**src/rtl/wb_pkg.sv**
```systemverilog
// Shared types and constants for the register write-back stage.
package wb_pkg;

  localparam int unsigned PW         = 3;
  localparam int unsigned DW         = 8;
  localparam int unsigned LD_LAT_MAX = 4;

  // Selects which source loads the register-file write port this edge.
  typedef enum logic [1:0] {
    WB_NONE,
    WB_LOAD,
    WB_HOLD,
    WB_ALU
  } wb_src_e;

  // Destination tag that travels alongside an outstanding load.
  typedef struct packed {
    logic          valid;
    logic [PW-1:0] dest;
  } ld_tag_t;

endpackage

```
**src/rtl/ld_tag_pipe.sv**
```systemverilog
// Fixed-latency shift of load tags; the tag pops out the cycle mem_dat is valid.
module ld_tag_pipe
  import wb_pkg::*;
#(
  parameter int unsigned Depth = 1
) (
  input  logic    clk,
  input  logic    reset,
  input  ld_tag_t i_tag,
  output ld_tag_t o_tag
);

  ld_tag_t r_stage [Depth];

  // Shift tags one stage per cycle; reset drops every in-flight load.
  always_ff @(posedge clk) begin
    if (reset) begin
      for (int i = 0; i < Depth; i++) r_stage[i] <= '0;
    end else begin
      r_stage[0] <= i_tag;
      for (int i = 1; i < Depth; i++) r_stage[i] <= r_stage[i-1];
    end
  end

  assign o_tag = r_stage[Depth-1];

endmodule

```
**src/rtl/reg_writeback.sv**
```systemverilog
// Write-back stage: merges ALU results and load returns into the single
// register-file write port, tracks in-flight loads, and bypasses operands.
module reg_writeback
  import wb_pkg::*;
#(
  parameter int unsigned pw     = PW,
  parameter int unsigned LD_LAT = 1  // legal range 1..LD_LAT_MAX
) (
  input  logic          clk,
  input  logic          reset,
  input  logic          alu_valid,
  input  logic [pw-1:0] alu_dest,
  input  logic [DW-1:0] alu_result,
  input  logic          ld_issue,
  input  logic [pw-1:0] ld_dest,
  input  logic [DW-1:0] mem_dat,
  input  logic [pw-1:0] rd_addrA,
  input  logic [pw-1:0] rd_addrB,
  input  logic [DW-1:0] rf_datA,
  input  logic [DW-1:0] rf_datB,
  output logic          wr_en,
  output logic [pw-1:0] wr_addr,
  output logic [DW-1:0] dat_in,
  output logic [DW-1:0] opA,
  output logic [DW-1:0] opB,
  output logic          hazA,
  output logic          hazB,
  output logic          stall,
  output logic          proto_err
);

  localparam int unsigned NReg = 1 << pw;

  logic            r_wr_en;
  logic [pw-1:0]   r_wr_addr;
  logic [DW-1:0]   r_dat;
  logic            r_hold_valid;
  logic [pw-1:0]   r_hold_dest;
  logic [DW-1:0]   r_hold_dat;
  logic [NReg-1:0] r_pend;
  logic            r_proto_err;

  ld_tag_t         w_tag_in;
  ld_tag_t         w_tag_out;
  wb_src_e         w_src;
  logic            w_alu_to_hold;
  logic [NReg-1:0] w_pend_nxt;
  logic            w_err;

  ld_tag_pipe #(
    .Depth (LD_LAT)
  ) u_ld_tag_pipe (
    .clk   (clk),
    .reset (reset),
    .i_tag (w_tag_in),
    .o_tag (w_tag_out)
  );

  // Tag pushed for every issued load.
  always_comb begin
    w_tag_in       = '0;
    w_tag_in.valid = ld_issue;
    w_tag_in.dest  = ld_dest;
  end

  // Write-source arbitration: load return > hold buffer > ALU.
  always_comb begin
    w_src         = WB_NONE;
    w_alu_to_hold = 1'b0;
    if (w_tag_out.valid) begin
      w_src         = WB_LOAD;
      // A full hold buffer is kept; an ALU result then is a protocol violation.
      w_alu_to_hold = alu_valid & ~r_hold_valid;
    end else if (r_hold_valid) begin
      w_src = WB_HOLD;
    end else if (alu_valid) begin
      w_src = WB_ALU;
    end
  end

  // Output register, reloaded every edge; address/data hold when idle.
  always_ff @(posedge clk) begin
    if (reset) begin
      r_wr_en   <= 1'b0;
      r_wr_addr <= '0;
      r_dat     <= '0;
    end else begin
      unique case (w_src)
        WB_LOAD: begin
          r_wr_en   <= 1'b1;
          r_wr_addr <= w_tag_out.dest;
          r_dat     <= mem_dat;
        end
        WB_HOLD: begin
          r_wr_en   <= 1'b1;
          r_wr_addr <= r_hold_dest;
          r_dat     <= r_hold_dat;
        end
        WB_ALU: begin
          r_wr_en   <= 1'b1;
          r_wr_addr <= alu_dest;
          r_dat     <= alu_result;
        end
        WB_NONE: r_wr_en <= 1'b0;
      endcase
    end
  end

  // Hold buffer parks an ALU result displaced by a load return.
  always_ff @(posedge clk) begin
    if (reset) begin
      r_hold_valid <= 1'b0;
      r_hold_dest  <= '0;
      r_hold_dat   <= '0;
    end else if (w_alu_to_hold) begin
      r_hold_valid <= 1'b1;
      r_hold_dest  <= alu_dest;
      r_hold_dat   <= alu_result;
    end else if (w_src == WB_HOLD) begin
      r_hold_valid <= 1'b0;
    end
  end

  // Scoreboard next state: clear on load return, then set on issue so set wins.
  always_comb begin
    w_pend_nxt = r_pend;
    if (w_tag_out.valid) w_pend_nxt[w_tag_out.dest] = 1'b0;
    if (ld_issue) w_pend_nxt[ld_dest] = 1'b1;
  end

  // Pending-load scoreboard register.
  always_ff @(posedge clk) begin
    if (reset) r_pend <= '0;
    else       r_pend <= w_pend_nxt;
  end

  assign w_err = (alu_valid & r_hold_valid) |
                 (ld_issue & r_pend[ld_dest]) |
                 (alu_valid & r_pend[alu_dest]);

  // Sticky protocol-violation flag.
  always_ff @(posedge clk) begin
    if (reset)      r_proto_err <= 1'b0;
    else if (w_err) r_proto_err <= 1'b1;
  end

  // Operand bypass: hold buffer is younger than the output register.
  always_comb begin
    opA = rf_datA;
    if (r_hold_valid && (r_hold_dest == rd_addrA))  opA = r_hold_dat;
    else if (r_wr_en && (r_wr_addr == rd_addrA))    opA = r_dat;
    opB = rf_datB;
    if (r_hold_valid && (r_hold_dest == rd_addrB))  opB = r_hold_dat;
    else if (r_wr_en && (r_wr_addr == rd_addrB))    opB = r_dat;
  end

  assign wr_en     = r_wr_en;
  assign wr_addr   = r_wr_addr;
  assign dat_in    = r_dat;
  assign hazA      = r_pend[rd_addrA];
  assign hazB      = r_pend[rd_addrB];
  assign stall     = r_hold_valid;
  assign proto_err = r_proto_err;

endmodule

```
**config.mk**
```make
export PLATFORM = sky130hd
export DESIGN_NAME = reg_writeback
export DESIGN_NICKNAME = d
export VERILOG_FILES = /design/src/rtl/wb_pkg.sv /design/src/rtl/ld_tag_pipe.sv /design/src/rtl/reg_writeback.sv
export SDC_FILE = /design/constraint.sdc
export NUM_CORES = 1
export LEC_CHECK = 0
export BUFFER_PORTS_ARGS = -buffer_cell sky130_fd_sc_hd__buf_2
export CAP_MARGIN = 20
export CORE_UTILIZATION = 54
export DETAILED_ROUTE_END_ITERATION = 7
export PLACE_DENSITY = 0.89
export SKIP_LAST_GASP = 1
export SYNTH_ARGS = -nofsm -noshare
export SYNTH_HDL_FRONTEND = slang
export SYNTH_SLANG_ARGS = --single-unit
```
**constraint.sdc**
```tcl
create_clock -name clk -period 2.92 [get_ports clk]
set_clock_uncertainty 0.15 [all_clocks]
set_input_delay 0.584 -clock clk [delete_from_list [all_inputs] [get_ports clk]]
set_output_delay 0.584 -clock clk [all_outputs]
set_load 0.02 [all_outputs]
```
==> results of run 1 <==
-- state kept, by name, indices dropped and copies added (netlist names) --
| register | cells |
|---|---|
| u_ld_tag_pipe.r_stage | 4 |
| stall | 1 |
| r_pend | 8 |
| wr_en | 1 |
| proto_err | 1 |
| r_hold_dat | 8 |
| wr_addr | 3 |
| r_hold_dest | 3 |
| dat_in | 8 |
-- area by class of cell --
cell class | count | area (µm²) | area share (%)
multi-input cells | 202 | 1380 | 49.6
flip-flops and latches | 37 | 741 | 26.6
repair buffers | 83 | 425 | 15.3
clock buffers | 5 | 68.8 | 2.47
clock inverters | 3 | 65.1 | 2.34
well taps | 50 | 62.6 | 2.25
inverters | 11 | 41.3 | 1.48
-- cells by family (layout without fill, tap and decap cells) --
logic type | after synthesis | in the layout | share of synthesized area [%]
AND/OR/NAND/NOR | 92 | 92 | 19.4
AO/OA/AOI/OAI | 58 | 58 | 15.7
multiplexers | 40 | 40 | 21.8
flip-flops | 37 | 37 | 33.1
buffers and inverters | 29 | 102 | 5.36
XOR/XNOR | 12 | 12 | 4.69
-- worst paths after layout --
kind,startpoint,endpoint,cells past startpoint
max,rd_addrB[0],opB[4],6
min,dat_in[5],dat_in[5],2
max reg2reg,stall,r_hold_dat[6],3
min reg2reg,dat_in[5],dat_in[5],2
-- stage by stage --
step	utilization (%)	power [W]	hold WS, ns	instances
final	69.6	0.00138	0.383	391
after global routing	69.6	0.00143	0.411	391
after CTS	69.6	0.00138	0.381	391
after global placement	66.2	0.000850	0.355	383
after floorplan	-	0.000756	0.323	268
after detailed placement	66.2	0.000860	0.367	383
-- Yosys cell counts (all sizes together), types with 2 or more instances --
cell / instances
nor2: 51
dfxtp: 37
a21oi: 35
mux2i: 30
xnor2: 12
inv: 11
a221oi: 10
clkbuf: 10
nor3: 10
buf: 8
nor2b: 8
o21ai: 7
mux4: 6
nand2: 5
nand3: 5
nand4: 5
mux2: 4
nand2b: 3
nand3b: 3
o31ai: 2
-- power groups by stage --
stage / Clock, W / Combinational [W] / Sequential, W
3_5_place_dp: 0 / 0.000281 / 0.000579
3_3_place_gp: 0 / 0.000273 / 0.000577
5_1_grt: 0.000551 / 0.000311 / 0.000572
6_report: 0.000523 / 0.000285 / 0.000570
2_1_floorplan: 0 / 0.000170 / 0.000586
4_1_cts: 0.000526 / 0.000284 / 0.000568
-- layout by cell type (no fill, tap or decap), types with 4 or more instances in the layout --
cell and instances:
a21oi_1 35, nor2b_1 8, nand2_1 5, a221oi_1 10, mux2i_1 30, mux4_2 4
clkbuf_8 5, buf_4 4, nor2_1 51, nor3_1 10, nand3_1 5, dfxtp_1 37
o21ai_0 6, buf_2 79, xnor2_1 12, inv_1 11
-- metal layers --
layer | GRT usage (%) | routed length (µm)
met1 | 40.8 | 2660
met2 | 43.8 | 2880
met3 | 4.14 | 467
met4 | 12.0 | 145
met5 | 0 | 0
-- worst max-delay path, stage by stage --
cell	delay [ns]
buf_2	0.14
xnor2_1	0.17
nand4_2	0.35
mux2i_1	0.22
a21oi_1	0.19
buf_2	0.19
==> results.json, run 1 <==
{
  "fin_crit_ns": 2.58,
  "port_buffers": 79,
  "grt_pass1_vias": 1993,
  "num_rows": 23,
  "netSwitchingPower_w": 0.000381,
  "post_cts_buffers": 0,
  "comb_power_share_pct": 20.7,
  "finalSetupTns_ns": 0,
  "n_antenna_cell": 0,
  "synth.largest_area_cell": "dfxtp_1",
  "worst_slack_ns": 0.338,
  "clock_latency_ns": 0.29,
  "p_int_w": 0.000996,
  "ctsResizeCount": 0,
  "dp_slack_ns": 0.345,
  "ys_types": 32,
  "max_cap_violations": 0,
  "clock_power_share_pct": 38.0,
  "syn-instance-count": 268,
  "via_count": 2337,
  "irDropWorstVdd_v": 0.000411,
  "areaGrowthSynthToFinish_pct": 24.2,
  "finalSetupViolCount": 0,
  "clk_root_buffer_cell": "clkbuf_8",
  "rsz0062_at_grt": "no",
  "hold_class": "reg -> reg",
  "ctsLongestPathBuffers": 2,
  "cts_hold_buf": 0,
  "die_area_um2": 4410,
  "startpoint_type": "input pin",
  "synth_edf_count": 0,
  "avgRoutedWirePerCell_um": 15.7,
  "fin_area_um2": 2780,
  "clk_pin_slew_ns": 0.07,
  "p_leak_nw": 1.38,
  "place_area_um2": 2650,
  "cts_num_sinks": 37,
  "gp_congestion": 0.891,
  "cp.required_ns": 2.19,
  "die_w_um": 66.4,
  "grt_max_degree": 38,
  "hold_violations": 0,
  "final.fill_count": 315,
  "synth.top_cells.by_area": "dfxtp_1 (33%), mux2i_1 (13%), nor2_1 (8.5%)",
  "dp.final_hpwl_mm": 4.42,
  "slew_headroom_pct": 51.4,
  "synth-main-ff-cell": "dfxtp_1",
  "synth_fp_nets": 316,
  "cts_tree": "built",
  "htree_levels": 2,
  "synth_top_cell_area_share_pct": 33.1,
  "p_per_area_nw_per_um2": 495,
  "ys_warn_count": 0,
  "antenna_found_initial": 0,
  "detail_route.vias_per_cell": 5.98,
  "rrSetupSlack_ns": 0.94,
  "end_kind": "output pin",
  "pwr-share-seq_pct": 41.4,
  "period_share_pct": 88.4,
  "core_area_um2": 4000,
  "overflow": 0,
  "synth_seq_cells": 37,
  "status": "finished clean",
  "firstDrtPassIters": 5,
  "grt_usage_pct": 28.9,
  "fmaxAchievable_mhz": 387,
  "ys_seq_area_share_pct": 33.1,
  "grt_pass1_wl_mm": 9.64,
  "drive_gt1_share_pct": 29.6,
  "async_reset_ff_share_pct": 0,
  "fin_nets": 388,
  "final_antenna_net_count": 0,
  "cts_buffers": 5,
  "wirelength_mm": 6.15,
  "worstPathMaxFanout": 8,
  "syn-cell-area_um2": 2240,
  "drcViolationCount": 0,
  "arrival_ns": 1.85,
  "swShare_pct": 27.7,
  "die_h_um": 66.4,
  "start_util_pct": 56.0,
  "syn_avg_cell_area_um2": 8.36,
  "drv_slew": 0,
  "crit_type": "in -> out",
  "ios": 80,
  "drtIter0Drc": 193,
  "worstMarginPinSlew_ns": 0.727
}
Note: power is estimated with default switching activity, not from simulation.
==> run 2: changes to the inputs <==
Settings changed: CORE_UTILIZATION 54 to 50, PLACE_DENSITY 0.89 to 0.83.
Clock period 2.92 ns to 2.7 ns, I/O delays scaled along.
==> results.json, run 2 (synthesis results as in run 1) <==
{
  "status": "finished clean",
  "dp.cells": 384,
  "grt_usage_pct": 24.8,
  "crit_type": "reg -> out",
  "worstPathMaxFanout": 8,
  "via_count": 2255,
  "num_rows": 23,
  "cts_buffers": 5,
  "critPathMaxStageDelay_ns": 0.43,
  "grt_pass1_wl_mm": 8.60,
  "hold_class": "in -> reg",
  "final.fill_count": 359,
  "start_util_pct": 54.0,
  "final_cell_mix": "buf_2 (79), nor2_1 (51), dfxtp_1 (37)",
  "cp_slowest_cell": "dfxtp_1",
  "end_kind": "output pin",
  "drv_slew": 0,
  "fin_nets": 389,
  "place_area_um2": 2660,
  "die_w_um": 68.9,
  "antenna_found_initial": 0,
  "n_antenna_cell": 0,
  "post_cts_buffers": 0,
  "hold_ws_ns": 0.351,
  "drcViolationCount": 0,
  "p_leak_nw": 1.36,
  "period_share_pct": 92.9,
  "detail_route.vias_per_cell": 5.77,
  "path_buf_inv": 1,
  "finalSetupViolCount": 0,
  "max_cap_violations": 0,
  "fin_area_um2": 2740,
  "fmaxAchievable_mhz": 399,
  "final_common_cell": "buf_2",
  "hold_violations": 0,
  "die_area_um2": 4750,
  "firstDrtPassIters": 4,
  "grt_pass1_vias": 1929,
  "wirelength_mm": 5.77,
  "startpoint_type": "register",
  "drtIter0Drc": 94,
  "clk_root_buffer_cell": "clkbuf_8",
  "cp.required_ns": 2.01,
  "overflow": 0,
  "cts_hold_buf": 0,
  "ctsLongestPathBuffers": 2,
  "ios": 80,
  "rsz0062_at_grt": "no",
  "slew_headroom_pct": 56.4,
  "port_buffers": 79,
  "areaGrowthSynthToFinish_pct": 22.5,
  "cp_cell_sequence": "xnor2_1 -> nand4_2 -> mux2i_1 -> a21oi_1 -> buf_2",
  "drive_gt1_share_pct": 29.3,
  "htree_levels": 2,
  "avgRoutedWirePerCell_um": 14.7,
  "arrival_ns": 1.82,
  "grt_max_degree": 38,
  "p_per_area_nw_per_um2": 475,
  "clock_latency_ns": 0.29,
  "cts_num_sinks": 37,
  "die_h_um": 68.9,
  "fin_crit_ns": 2.51,
  "worstMarginPinSlew_ns": 0.654,
  "path_delay_family": "flip-flops",
  "cts_tree": "built",
  "core_area_um2": 4140,
  "final_antenna_net_count": 0,
  "ctsResizeCount": 0,
  "finalSetupTns_ns": 0,
  "gp_congestion": 0.867,
  "instances_no_fill": 391,
  "irDropWorstVdd_v": 0.000341,
  "dp.final_hpwl_mm": 4.42,
  "clk_pin_slew_ns": 0.07
}
-- run 2: worst paths after layout --
kind | startpoint | to | slack [ns] | cells past startpoint
worst min register to register | r_pend[2] | r_pend[2] | 0.38 | 2
worst min-delay path | alu_result[7] | r_hold_dat[7] | 0.35 | 3
worst max register to register | stall | wr_addr[0] | 1.04 | 4
worst max-delay path | wr_addr[1] | opB[6] | 0.19 | 5
-- run 2: cell type report --
| class | count | area (µm²) | share of cell area [%] |
|---|---|---|---|
| sequential | 37 | 741 | 27.0 |
| multi-input combinational | 202 | 1380 | 50.3 |
| inverter | 11 | 41.3 | 1.51 |
| clock buffer | 7 | 86.3 | 3.15 |
| timing repair buffer | 84 | 433 | 15.8 |
| tap | 50 | 62.6 | 2.28 |
-- run 2: per-layer routing --
| metal | routed length [µm] | vias to the layer above | global-route usage [%] |
|---|---|---|---|
| met2 | 2650 | 87 | 38.3 |
| met4 | 139 | 0 | 13.3 |
| met3 | 419 | 13 | 5.10 |
| li1 | - | 1106 | - |
| met1 | 2560 | 1049 | 32.2 |
| met5 | 0 | - | 0 |
-- run 2: metrics by stage --
| stage | utilization, % | power [W] | setup WS [ns] |
|---|---|---|---|
| 2_1_floorplan | - | 0.000818 | 0.463 |
| 3_3_place_gp | 64.1 | 0.000921 | 0.291 |
| 3_5_place_dp | 64.1 | 0.000929 | 0.185 |
| 4_1_cts | 66.2 | 0.00131 | 0.155 |
| 5_1_grt | 66.2 | 0.00137 | 0.0545 |
| 6_report | 66.2 | 0.00130 | 0.192 |
-- run 2: where the power goes --
part           switching, W  internal, W  leakage (nW)
logic              0.000169     0.000135          1.01
registers         0.0000372     0.000576         0.304
clock network      0.000182     0.000202        0.0443
total              0.000388     0.000914          1.36
-- run 2: tightest hold or removal path, cell delays in order --
cell	delay, ns
buf_2	0.08
mux2i_1	0.06
nor2_1	0.08
